File: src/rtl/menu_key_scheduler.sv
// ---------------------------------------------------------------------------
// menu_key_scheduler
//
// Draws four 32x32 on-screen key icons from one shared key bitmap. It
// debounces the physical keys and flashes the icon of the key that was
// accepted.
//
// Pixel path (2-cycle latency from pixelX/pixelY to RGBout/drawingRequest):
//   comb    : find which icon (if any) the scan pixel falls in and drive
//             insideRectangle/offsetX/offsetY to the shared bitmap
//   stage 1 : register hit flag and icon index so they line up with
//             bitmapRGB/bitmapDR, which return one cycle later
//   stage 2 : register drawingRequest and RGBout, recolouring the selected
//             icon during the "on" half of each flash period
//
// Key path: IDLE -> DEBOUNCE -> FLASH -> WAIT_RELEASE -> IDLE, with a frame
// counter that only advances on startOfFrame and saturates.
//
// Ports
//   clk, reset           : clock, asynchronous active-high reset
//   pixelX, pixelY       : current scan pixel
//   startOfFrame         : one-cycle pulse per frame
//   keyPress[3:0]        : key levels
//   bitmapRGB, bitmapDR  : shared bitmap colour / draw request (1-cycle lat.)
//   offsetX, offsetY,
//   insideRectangle      : combinational address/enable to the shared bitmap
//   drawingRequest,
//   RGBout               : registered pixel output
//   selectedKey          : key currently being debounced/flashed
//   keyEvent             : one-cycle pulse on FLASH entry
//   dbg_state            : FSM state (0 IDLE, 1 DEBOUNCE, 2 FLASH, 3 WAIT_RELEASE)
//   dbg_count            : frame counter, zero-extended
//   dbg_flash_phase      : 1 while the selected icon is being recoloured
// ---------------------------------------------------------------------------
module menu_key_scheduler #(
  parameter logic [10:0] BASE_X          = 11'd192,
  parameter logic [10:0] BASE_Y          = 11'd400,
  parameter logic [10:0] PITCH_X         = 11'd64,
  parameter int          DEBOUNCE_FRAMES = 3,
  parameter int          FLASH_FRAMES    = 8,
  parameter logic [7:0]  HIGHLIGHT_RGB   = 8'hFC
) (
  input  logic        clk,
  input  logic        reset,
  input  logic [10:0] pixelX,
  input  logic [10:0] pixelY,
  input  logic        startOfFrame,
  input  logic [3:0]  keyPress,
  input  logic [7:0]  bitmapRGB,
  input  logic        bitmapDR,
  output logic [10:0] offsetX,
  output logic [10:0] offsetY,
  output logic        insideRectangle,
  output logic        drawingRequest,
  output logic [7:0]  RGBout,
  output logic [1:0]  selectedKey,
  output logic        keyEvent,
  output logic [1:0]  dbg_state,
  output logic [7:0]  dbg_count,
  output logic        dbg_flash_phase
);

  typedef enum logic [1:0] {
    ST_IDLE         = 2'd0,
    ST_DEBOUNCE     = 2'd1,
    ST_FLASH        = 2'd2,
    ST_WAIT_RELEASE = 2'd3
  } state_t;

  localparam int CNT_MAX = (DEBOUNCE_FRAMES > FLASH_FRAMES) ? DEBOUNCE_FRAMES : FLASH_FRAMES;
  // At least two bits so the flash phase (bit 1) always exists.
  localparam int CNT_W = (CNT_MAX < 4) ? 2 : $clog2(CNT_MAX + 1);
  localparam logic [CNT_W-1:0] CNT_SAT   = CNT_W'(CNT_MAX);
  localparam logic [CNT_W-1:0] DEB_CNT   = CNT_W'(DEBOUNCE_FRAMES);
  localparam logic [CNT_W-1:0] FLASH_CNT = CNT_W'(FLASH_FRAMES);

  // ---------------- icon hit detection (combinational) ----------------
  // 14-bit arithmetic so BASE_X + 3*PITCH_X + 32 can never wrap.
  logic [13:0] px_w, py_w, top_w, left_w;
  logic        hit_d;
  logic [1:0]  hit_idx_d;
  logic [10:0] off_x, off_y;

  assign px_w  = {3'b000, pixelX};
  assign py_w  = {3'b000, pixelY};
  assign top_w = {3'b000, BASE_Y};

  always_comb begin
    hit_d     = 1'b0;
    hit_idx_d = 2'd0;
    off_x     = 11'd0;
    off_y     = 11'd0;
    left_w    = 14'd0;
    for (int k = 0; k < 4; k++) begin
      left_w = {3'b000, BASE_X} + 14'(k) * {3'b000, PITCH_X};
      if (!hit_d && py_w >= top_w && py_w < top_w + 14'd32 &&
          px_w >= left_w && px_w < left_w + 14'd32) begin
        hit_d     = 1'b1;
        hit_idx_d = 2'(k);
        off_x     = 11'(px_w - left_w);
        off_y     = 11'(py_w - top_w);
      end
    end
  end

  assign insideRectangle = hit_d;
  assign offsetX         = off_x;
  assign offsetY         = off_y;

  // ---------------- key FSM ----------------
  state_t           state_q, state_d;
  logic [CNT_W-1:0] cnt_q, cnt_d, cnt_adv;
  logic [1:0]       sel_q, sel_d;
  logic             key_event_q, key_event_d;
  logic [1:0]       lowest_key;

  always_comb begin
    lowest_key = 2'd3;
    if (keyPress[0])      lowest_key = 2'd0;
    else if (keyPress[1]) lowest_key = 2'd1;
    else if (keyPress[2]) lowest_key = 2'd2;
  end

  assign cnt_adv = (startOfFrame && cnt_q != CNT_SAT) ? cnt_q + 1'b1 : cnt_q;

  // Exit conditions are checked before counting, so a frame pulse that
  // coincides with a transition is dropped and the counter clears.
  always_comb begin
    state_d     = state_q;
    cnt_d       = cnt_q;
    sel_d       = sel_q;
    key_event_d = 1'b0;
    case (state_q)
      ST_IDLE: begin
        cnt_d = '0;
        if (keyPress != 4'd0) begin
          sel_d   = lowest_key;
          state_d = ST_DEBOUNCE;
        end
      end
      ST_DEBOUNCE: begin
        if (!keyPress[sel_q]) begin
          state_d = ST_IDLE;
          cnt_d   = '0;
        end else if (cnt_q >= DEB_CNT) begin
          state_d     = ST_FLASH;
          cnt_d       = '0;
          key_event_d = 1'b1;
        end else begin
          cnt_d = cnt_adv;
        end
      end
      ST_FLASH: begin
        // Key level is deliberately ignored: releasing does not cut the flash short.
        if (cnt_q >= FLASH_CNT) begin
          state_d = ST_WAIT_RELEASE;
          cnt_d   = '0;
        end else begin
          cnt_d = cnt_adv;
        end
      end
      ST_WAIT_RELEASE: begin
        cnt_d = '0;
        if (keyPress == 4'd0) state_d = ST_IDLE;
      end
      default: begin
        state_d = ST_IDLE;
        cnt_d   = '0;
      end
    endcase
  end

  always_ff @(posedge clk or posedge reset) begin
    if (reset) begin
      state_q     <= ST_IDLE;
      cnt_q       <= '0;
      sel_q       <= 2'd0;
      key_event_q <= 1'b0;
    end else begin
      state_q     <= state_d;
      cnt_q       <= cnt_d;
      sel_q       <= sel_d;
      key_event_q <= key_event_d;
    end
  end

  logic flash_on;
  assign flash_on = (state_q == ST_FLASH) && cnt_q[1];

  // ---------------- pixel pipeline ----------------
  logic       hit_q;
  logic [1:0] hit_idx_q;
  logic       dr_q, dr_d;
  logic [7:0] rgb_q, rgb_d;

  always_comb begin
    dr_d  = bitmapDR & hit_q;
    rgb_d = 8'h00;
    if (dr_d) begin
      // Pure black/white pixels (outline, background) are never recoloured.
      if (hit_idx_q == sel_q && flash_on && bitmapRGB != 8'h00 && bitmapRGB != 8'hFF)
        rgb_d = HIGHLIGHT_RGB;
      else
        rgb_d = bitmapRGB;
    end
  end

  always_ff @(posedge clk or posedge reset) begin
    if (reset) begin
      hit_q     <= 1'b0;
      hit_idx_q <= 2'd0;
      dr_q      <= 1'b0;
      rgb_q     <= 8'h00;
    end else begin
      hit_q     <= hit_d;
      hit_idx_q <= hit_idx_d;
      dr_q      <= dr_d;
      rgb_q     <= rgb_d;
    end
  end

  assign drawingRequest  = dr_q;
  assign RGBout          = rgb_q;
  assign selectedKey     = sel_q;
  assign keyEvent        = key_event_q;
  assign dbg_state       = state_q;
  assign dbg_count       = 8'(cnt_q);
  assign dbg_flash_phase = flash_on;

endmodule

File: config.mk
export PLATFORM = sky130hd
export DESIGN_NAME = menu_key_scheduler
export DESIGN_NICKNAME = d
export VERILOG_FILES = /design/src/rtl/menu_key_scheduler.sv
export SDC_FILE = /design/constraint.sdc
export NUM_CORES = 1
export LEC_CHECK = 0
export CORE_MARGIN = 4
export CORE_UTILIZATION = 40
export DETAILED_ROUTE_END_ITERATION = 12
export GPL_TIMING_DRIVEN = 0
export PLACE_DENSITY = 0.8
export SYNTH_ARGS = -nofsm -noshare
export SYNTH_HDL_FRONTEND = slang
export SYNTH_SLANG_ARGS = --single-unit
export TNS_END_PERCENT = 1
File: constraint.sdc
create_clock -name clk -period 2.55 [get_ports clk]
set_input_delay 0.255 -clock clk [delete_from_list [all_inputs] [get_ports clk]]
set_output_delay 0.255 -clock clk [all_outputs]
set_load 0.01 [all_outputs]
# Word level (Yosys, flattened, before mapping)
# Index checks and enable logic that the tools add are counted.
word_totals:
  regBits: 21
  input_bits: 38
  output_inout_bits: 46
  word_cells: 104
op_classes:
  n_addsub: 6
  magnitude_cmp: 13
  eq_ne: 10
  muxes: 36
  bitwise_logic: 1
  reduce_logical: 30
ops:
  columns: ["cell", "n"]
  rows:
  - ["11-bit two-way mux", 8]
  - ["11-bit by 9-bit greater-or-equal comparator with 1-bit output, second input constant", 4]
  - ["11-bit by 9-bit less-than comparator with 1-bit output, second input constant", 4]
  - ["11-bit by 9-bit subtractor with 11-bit output, second input constant", 4]
  - ["1-bit logical AND", 20]
  - ["2-bit two-way mux", 9]
  - ["4-bit two-way mux", 4]
  - ["8-bit two-way mux", 2]
  - ["4-bit case mux with 3 select lines", 1]
  - ["11-bit by 8-bit greater-or-equal comparator with 1-bit output, second input constant", 1]
  - ["11-bit by 8-bit less-than comparator with 1-bit output, second input constant", 1]
  - ["11-bit by 8-bit subtractor with 11-bit output, second input constant", 1]
  - ["1-bit two-way mux", 10]
  - ["8-bit inequality test, second input constant", 1]
  - ["2-bit case mux with 4 select lines", 1]
  - ["8-bit nonzero test", 1]
  - ["2-bit inequality test, second input constant", 3]
  - ["4-bit by 1-bit adder with 4-bit output, second input constant", 1]
  - ["2-bit equality test, second input constant", 2]
  - ["4-bit by 2-bit greater-or-equal comparator with 1-bit output, second input constant", 1]
  - ["4-bit greater-or-equal comparator, second input constant", 1]
  - ["4-bit zero test", 1]
  - ["4-bit inequality test, second input constant", 1]
  - ["4-bit AND reduction", 1]
  - ["11 further kinds", 13]

# Depth between registers and ports, before layout
# Gate-level depths: netlist of the first run.
depth:
  depth_word: 23
  depth_mapped: 8
  depth_no_buf: 7

# Worst setup path before layout of the first run
# No wires, ideal clock.
synth_path:
  path_kind: "input-to-output"
  start: "in pixelX[9]"
  end: "out offsetX[10]"
  arrival_time_ns: 1.789
  setup_slack_ns: 0.506
  stages: 7
  path_cell_list: "inv_1 -> ha_1 -> nor4bb_1 -> nand2_1 -> a221o_1 -> o21a_1 -> a211oi_1"
synth_between:
  elab_chain_cells: 22
synth_lines:
  columns: ["element", "line_no", "text"]
  rows:
  - ["start, declared", "45", "input logic [10:0] pixelX,"]
  - ["11-bit by 8-bit greater-or-equal comparator with 1-bit output", "97", "px_w >= left_w && px_w < left_w + 14'd32) begin"]
  - ["1-bit logical AND", "96", "if (!hit_d && py_w >= top_w && py_w < top_w + 14'd32 &&"]
  - ["1-bit logical AND", "97", null]
  - ["1-bit two-way mux", "96", null]
  - ["1-bit zero test", "96", null]
  - ["1-bit logical AND (3 in series)", "96", null]
  - ["1-bit logical AND", "97", null]
  - ["1-bit two-way mux", "96", null]
  - ["1-bit zero test", "96", null]
  - ["1-bit logical AND (3 in series)", "96", null]
  - ["1-bit logical AND", "97", null]
  - ["1-bit two-way mux", "96", null]
  - ["1-bit zero test", "96", null]
  - ["1-bit logical AND (3 in series)", "96", null]
  - ["1-bit logical AND", "97", null]
  - ["11-bit two-way mux *", "96", null]
  - ["end, declared", "51", "output logic [10:0] offsetX,"]
# Every way passes the cells marked *; elsewhere a longest branch is shown, timed or not.

# Worst setup path after layout of the first run
layout_path:
  start: "in pixelX[8]"
  end: "out offsetX[10]"
# The elaborated chain is that of the path after synthesis.

==> results_dict.tcl, run 1 <==
set metrics [dict create \
    status "complete, no violations" \
    antenna_found_initial 0 \
    startpoint_type "primary input" \
    grt_pass1_vias 1663 \
    rows 23 \
    worst_pin_slew_ns 0.798 \
    start_util 0.417 \
    layout.nets 340 \
    cts.clk_slew.worst_paths_ns 0.08 \
    seq_area_sq_um 526 \
    die_x_microns 73.0 \
    remaining_drc_errors 0 \
    clock_sinks 21 \
    coreArea_sq_um 4060 \
    netlist.area_leader.share 0.311 \
    finalHoldViolCount 0 \
    power_leakage_nw 1.26 \
    timing.hold.ws_ns 0.449 \
    detailedRoute.firstPassIterationCount 4 \
    fin_worst_skew_ns 0.00705 \
    fmax_mhz 404 \
    slew-limit-headroom 0.467 \
    final-setup-viol-count 0 \
    hpwl_microns 3700 \
    period_needed_ns 2.47 \
    setup.worst_path.end_class "primary output" \
    synth.distinct_cells 48 \
    r2r_cells 5 \
    cts_root_buf "clkbuf_8" \
    setup_ws_ns 0.0761 \
    dp_slack_ns -0.869 \
    die_h_microns 73.0 \
    crit_fanout 7 \
    drt_iter0_drc 73 \
    hold_depth 4 \
    worst_hold_path.endpoint "hit_idx_q[0]" \
    cts_tree "built" \
    diodes 0 \
    yosysSeqAreaShare 0.311 \
    min_from "pixelX[9]" \
    gp_congestion 0.901 \
    drv_slew 0 \
    grt_max_degree 22 \
    r2r_start "dbg_state[0]" \
    num_vias 1810 \
    synth_seq_cells 21 \
    syn_inst 193 \
    portBuffers 79 \
    synth_async_sr_flop_share 1.00 \
    vias_per_cell 5.36 \
    cts_made_buffers 3 \
    peakVddDrop_mv 0.204 \
    synth_warnings 0 \
    grt_pass1_wl_microns 7590 \
    required_ns 2.30 \
    wirelength_microns 5080 \
    h-tree-depth 1 \
    final_antenna_net_count 0 \
    area_growth_pct 65.0 \
    worst-setup-path-type "in -> out" \
    synth_top_area_cell "dfrtp_1" \
    die-area_sq_um 5330 \
    grt_overflow 0 \
    fillers 326 \
    drive_gt1_frac 0.167 \
    synthFlopType "dfrtp_1" \
    insertion_delay_ns 0.26 \
    drv_cap 0 \
    hold_class "in -> reg" \
    clk_path_buf_depth 2 \
    synth_area_sq_um 1690 \
    post_synth.cell_area_avg_sq_um 8.76 \
    io_pins 84 \
    synth-edff-count 0 \
    grt_setup_unrepaired "true" \
    critPathArrivalTime_ns 2.22 \
    track_usage 0.177 \
    yosys-top-cells-area "dfrtp_1 (31%), ha_1 (9.6%), and2_1 (5.9%)" \
    utilization 0.688 \
    power_density_nw_per_um2 407 \
    wire_per_inst_microns 15.0 \
    multi_input_area_sq_um 1210 \
    reg2reg_to "RGBout[1]" \
    r2r_setup_slack_ns 0.84 \
    finalCritPeriodShare 0.970 \
]
area by class of cell:
| class | instances | area share |
|---|---|---|
| multi-input combinational | 155 | 0.433 |
| sequential | 21 | 0.188 |
| clock buffer | 3 | 0.0148 |
| clock inverter | 1 | 0.00269 |
| timing repair buffer | 89 | 0.304 |
| inverter | 12 | 0.0170 |
| tap | 50 | 0.0224 |
| buffer | 7 | 0.0179 |
cells in the final DEF, fill, tap and decap left out, types with 5 or more instances in the layout:
master / instances
a21oi_1: 10
and2_1: 16
buf_4: 13
clkdlybuf4s15_1: 11
clkdlybuf4s50_1: 46
dfrtp_1: 21
dlygate4sd2_1: 9
ha_1: 13
inv_1: 10
nand2_1: 15
nor2_1: 8
nor4_1: 7
o21a_1: 7
xnor2_1: 5
report_power, final:
| part | switching, mW | internal [mW] | total, mW |
|---|---|---|---|
| Clock | 0.111 | 0.110 | 0.221 |
| Sequential | 0.0778 | 0.375 | 0.453 |
| Combinational | 0.196 | 0.265 | 0.460 |
| Total | 0.385 | 0.750 | 1.13 |
worst max path at each step:
| stage | to | slack (ns) | startpoint |
|---|---|---|---|
| after floorplan | offsetX[10] | 0.51 | pixelX[9] |
| after global routing | offsetX[10] | -0.03 | pixelX[7] |
| after CTS | offsetX[10] | -0.12 | pixelX[5] |
| after detailed placement | offsetX[2] | -0.87 | pixelX[8] |
| after global placement | offsetX[2] | -0.84 | pixelX[8] |
| final | offsetX[10] | 0.08 | pixelX[8] |
repair_timing:
action,4_1_cts,5_1_grt
hold buffers,0,0
resized for setup,66,29
pin swaps,6,4
setup endpoints to repair,23,23
cloned,0,0
setup buffers,8,2
sequential cells by signal (all words and copies together), names as in the netlist, named ones only:
register and count:
drawingRequest 1, keyEvent 1, dbg_state 1, RGBout 8, hit_q 1, hit_idx_q 2, selectedKey 2, cnt_q 4
routing by layer:
layer,track usage,wire [microns],vias to the layer above
li1,-,-,882
met3,0.0275,380,10
met5,0,0,-
met1,0.224,2020,830
met4,0.0738,95,0
met2,0.297,2580,88
kinds of logic (layout without fill, tap and decap cells):
| family | count (synthesis) | in the layout | share of synthesized area |
|---|---|---|---|
| other cells | 1 | 4 | 0.00222 |
| simple gates | 78 | 78 | 0.257 |
| mux | 4 | 4 | 0.0244 |
| compound gates | 48 | 48 | 0.210 |
| xor+xnor | 8 | 8 | 0.0414 |
| buf+inv | 20 | 112 | 0.0577 |
| flops | 21 | 21 | 0.311 |
| fa+ha+maj | 13 | 13 | 0.0962 |
synth_stat cells, drive strengths merged, types with 2 or more instances:
| master | instances |
|---|---|
| dfrtp | 21 |
| and2 | 16 |
| nand2 | 16 |
| ha | 13 |
| inv | 12 |
| a21oi | 11 |
| nor2 | 9 |
| nor4 | 8 |
| o21a | 7 |
| a211oi | 6 |
| buf | 5 |
| o21ai | 5 |
| xnor2 | 5 |
| nand2b | 4 |
| nand3 | 4 |
| nor3 | 4 |
| and3 | 3 |
| clkbuf | 3 |
| mux2i | 3 |
| nand4 | 3 |
| or3 | 3 |
| xor2 | 3 |
| a211o | 2 |
| a21boi | 2 |
| a21o | 2 |
| a2bb2oi | 2 |
| nor2b | 2 |
| nor4bb | 2 |
| o211ai | 2 |
per-stage QoR:
stage	instance area [sq um]	total power, mW	std cells	TNS, ns
after floorplan	1700	0.683	196	0
after global placement	2560	0.883	325	-16.83
after detailed placement	2560	0.893	325	-17.18
after CTS	2710	1.13	337	-1.01
after global routing	2790	1.21	338	-0.0323
final	2790	1.13	338	0
critical path, stage by stage:
cell,delay (ns)
clkdlybuf4s15_2,0.28
ha_1,0.29
o21ai_0,0.10
nor4b_4,0.40
a2bb2oi_4,0.14
buf_4,0.16
buf_4,0.12
o21a_1,0.10
a211oi_2,0.21
buf_2,0.16
(Power assumes the default switching activity.)
==> run 2, diff against run 1 <==
CTS_BUF_LIST = sky130_fd_sc_hd__clkbuf_8   (was unset)
==> results of run 2 <==
Same layout as run 1: the final DEF is identical, and so are final timing and power.
==> run 3, diff against run 2 <==
CORE_UTILIZATION = 60   (was 40)
DONT_BUFFER_PORTS = 1   (was unset)
PLACE_DENSITY = 0.76   (was 0.8)
==> run 3 against run 2 <==
Net effect: clock-buffer cell count did not move; non-clock buffer count fell by 88; total power fell by 17%; global-route usage rose by 3.4 points; die area fell by 30%; sequential cell count did not move; critical path depth fell by 3; cell count fell by 32%; clock skew fell by 0.0058 ns; design area fell by 36%.
==> results_dict.tcl, run 3 (synthesis results as in run 1) <==
set metrics [dict create \
    clock_sinks 21 \
    worst-setup-path-type "in -> out" \
    place_area_sq_um 1740 \
    rows 18 \
    io_pins 84 \
    gp_congestion 0.876 \
    layout_common_cells "dfrtp_1 (21), nand2_1 (16), and2_1 (16)" \
    finalHoldViolCount 0 \
    h-tree-depth 1 \
    diodes 0 \
    largest_reg_flops 8 \
    grt_setup_unrepaired "false" \
    status "complete, no violations" \
    cts.clk_slew.worst_paths_ns 0.07 \
    hold_class "in -> async" \
    critPathArrivalTime_ns 2.02 \
    period_needed_ns 2.28 \
    detailedRoute.firstPassIterationCount 4 \
    postCtsHoldBufs 0 \
    die_x_microns 61.1 \
    wirelength_microns 3830 \
    worst_pin_slew_ns 0.928 \
    crit_slowest_cell "a221o_1" \
    final_antenna_net_count 0 \
    wire_per_inst_microns 16.6 \
    slew-limit-headroom 0.379 \
    drive_gt1_frac 0.0650 \
    layout.nets 252 \
    cts_tree "built" \
    post_cts_buffers 0 \
    grt_max_degree 22 \
    power_leakage_nw 0.783 \
    max_stage_delay_ns 0.42 \
    drv_cap 0 \
    die-area_sq_um 3730 \
    coreArea_sq_um 2590 \
    area_growth_pct 5.62 \
    layout_commonest_cell "dfrtp_1" \
    grt_pass1_wl_microns 6000 \
    crit_fanout 4 \
    vias_per_cell 6.36 \
    insertion_delay_ns 0.25 \
    finalCritPeriodShare 0.893 \
    power_density_nw_per_um2 530 \
    drt_iter0_drc 79 \
    setup.worst_path.end_class "primary output" \
    final-setup-viol-count 0 \
    hpwl_microns 3090 \
    drv_slew 0 \
    num_vias 1462 \
    startpoint_type "primary input" \
    portBuffers 0 \
    peakVddDrop_mv 0.560 \
    grt_overflow 0 \
    critPathBufInv 1 \
    final_area_sq_um 1790 \
    drt-met1-wl_microns 1440 \
    tns_ns 0 \
    met3_wirelength_microns 365 \
    crit_chain "inv_1, ha_1, nor4bb_1, nand2_1, a221o_1, o21a_1, a211oi_1" \
    remaining_drc_errors 0 \
    track_usage 0.211 \
    start_util 0.653 \
    cts_made_buffers 3 \
    cp_top_family "compound AO/OA/AOI/OAI gates" \
    clk_path_buf_depth 2 \
    required_ns 2.30 \
    cts_root_buf "clkbuf_8" \
    fin_worst_skew_ns 0.00126 \
    top_layer "met4" \
    antenna_found_initial 0 \
    grt_pass1_vias 1418 \
    route.met2.wl_microns 1970 \
    fmax_mhz 439 \
    die_h_microns 61.1 \
    fillers 213 \
    cts_resized 0 \
]
run 3: cell count changes in the layout (fill, tap and decap cells not counted), sizes merged:
cell and change:
clkdlybuf4s50 -46, clkdlybuf4s15 -15, buf -13, dlygate4sd2 -9, dlymetal6s2s -4, clkbuf -1
clkinv +1, clkinvlp -1
run 3: worst paths after layout:
| check | start | endpoint | slack (ns) | depth (start not counted) |
|---|---|---|---|---|
| worst max-delay path | pixelX[9] | offsetX[10] | 0.27 | 7 |
| worst min-delay path | reset | keyEvent | 0.01 | 1 |
| worst max register to register | dbg_state[0] | RGBout[0] | 0.66 | 5 |
| worst min register to register | cnt_q[3] | cnt_q[3] | 0.65 | 1 |
| max in group asynchronous | reset | RGBout[2] | 2.08 | 1 |
| min in group clk | bitmapRGB[1] | RGBout[1] | 0.11 | 2 |
run 3: power by group:
part / internal [mW] / total (mW) / switching [mW]
clock: 0.109 / 0.207 / 0.0988
combinational: 0.139 / 0.262 / 0.123
sequential: 0.375 / 0.478 / 0.103
run 3: final cells by class:
type	instances	area, sq um	share of cell area
buffer	8	52.6	0.0294
inverter	12	45.0	0.0252
clock inverter	1	5.00	0.00280
sequential	21	526	0.294
clock buffer	3	41.3	0.0231
tap	30	37.5	0.0210
multi-input combinational	155	1080	0.604
run 3: per-stage QoR:
stage	hold WS, ns	cells	utilization	setup slack [ns]	total power [mW]
3_5_place_dp	0.311	226	0.672	0.290	0.749
6_report	0.00988	230	0.690	0.274	0.948
2_1_floorplan	0.232	196	-	0.506	0.683
5_1_grt	0.0680	230	0.690	0.133	1.02
4_1_cts	0.0340	230	0.690	0.282	0.955
3_3_place_gp	0.299	226	0.672	0.294	0.729
run 3: layer usage:
layer	global-route usage	vias up
li1	-	707
met1	0.240	665
met2	0.390	82
met3	0.0314	8
met4	0.0898	0
met5	0	-
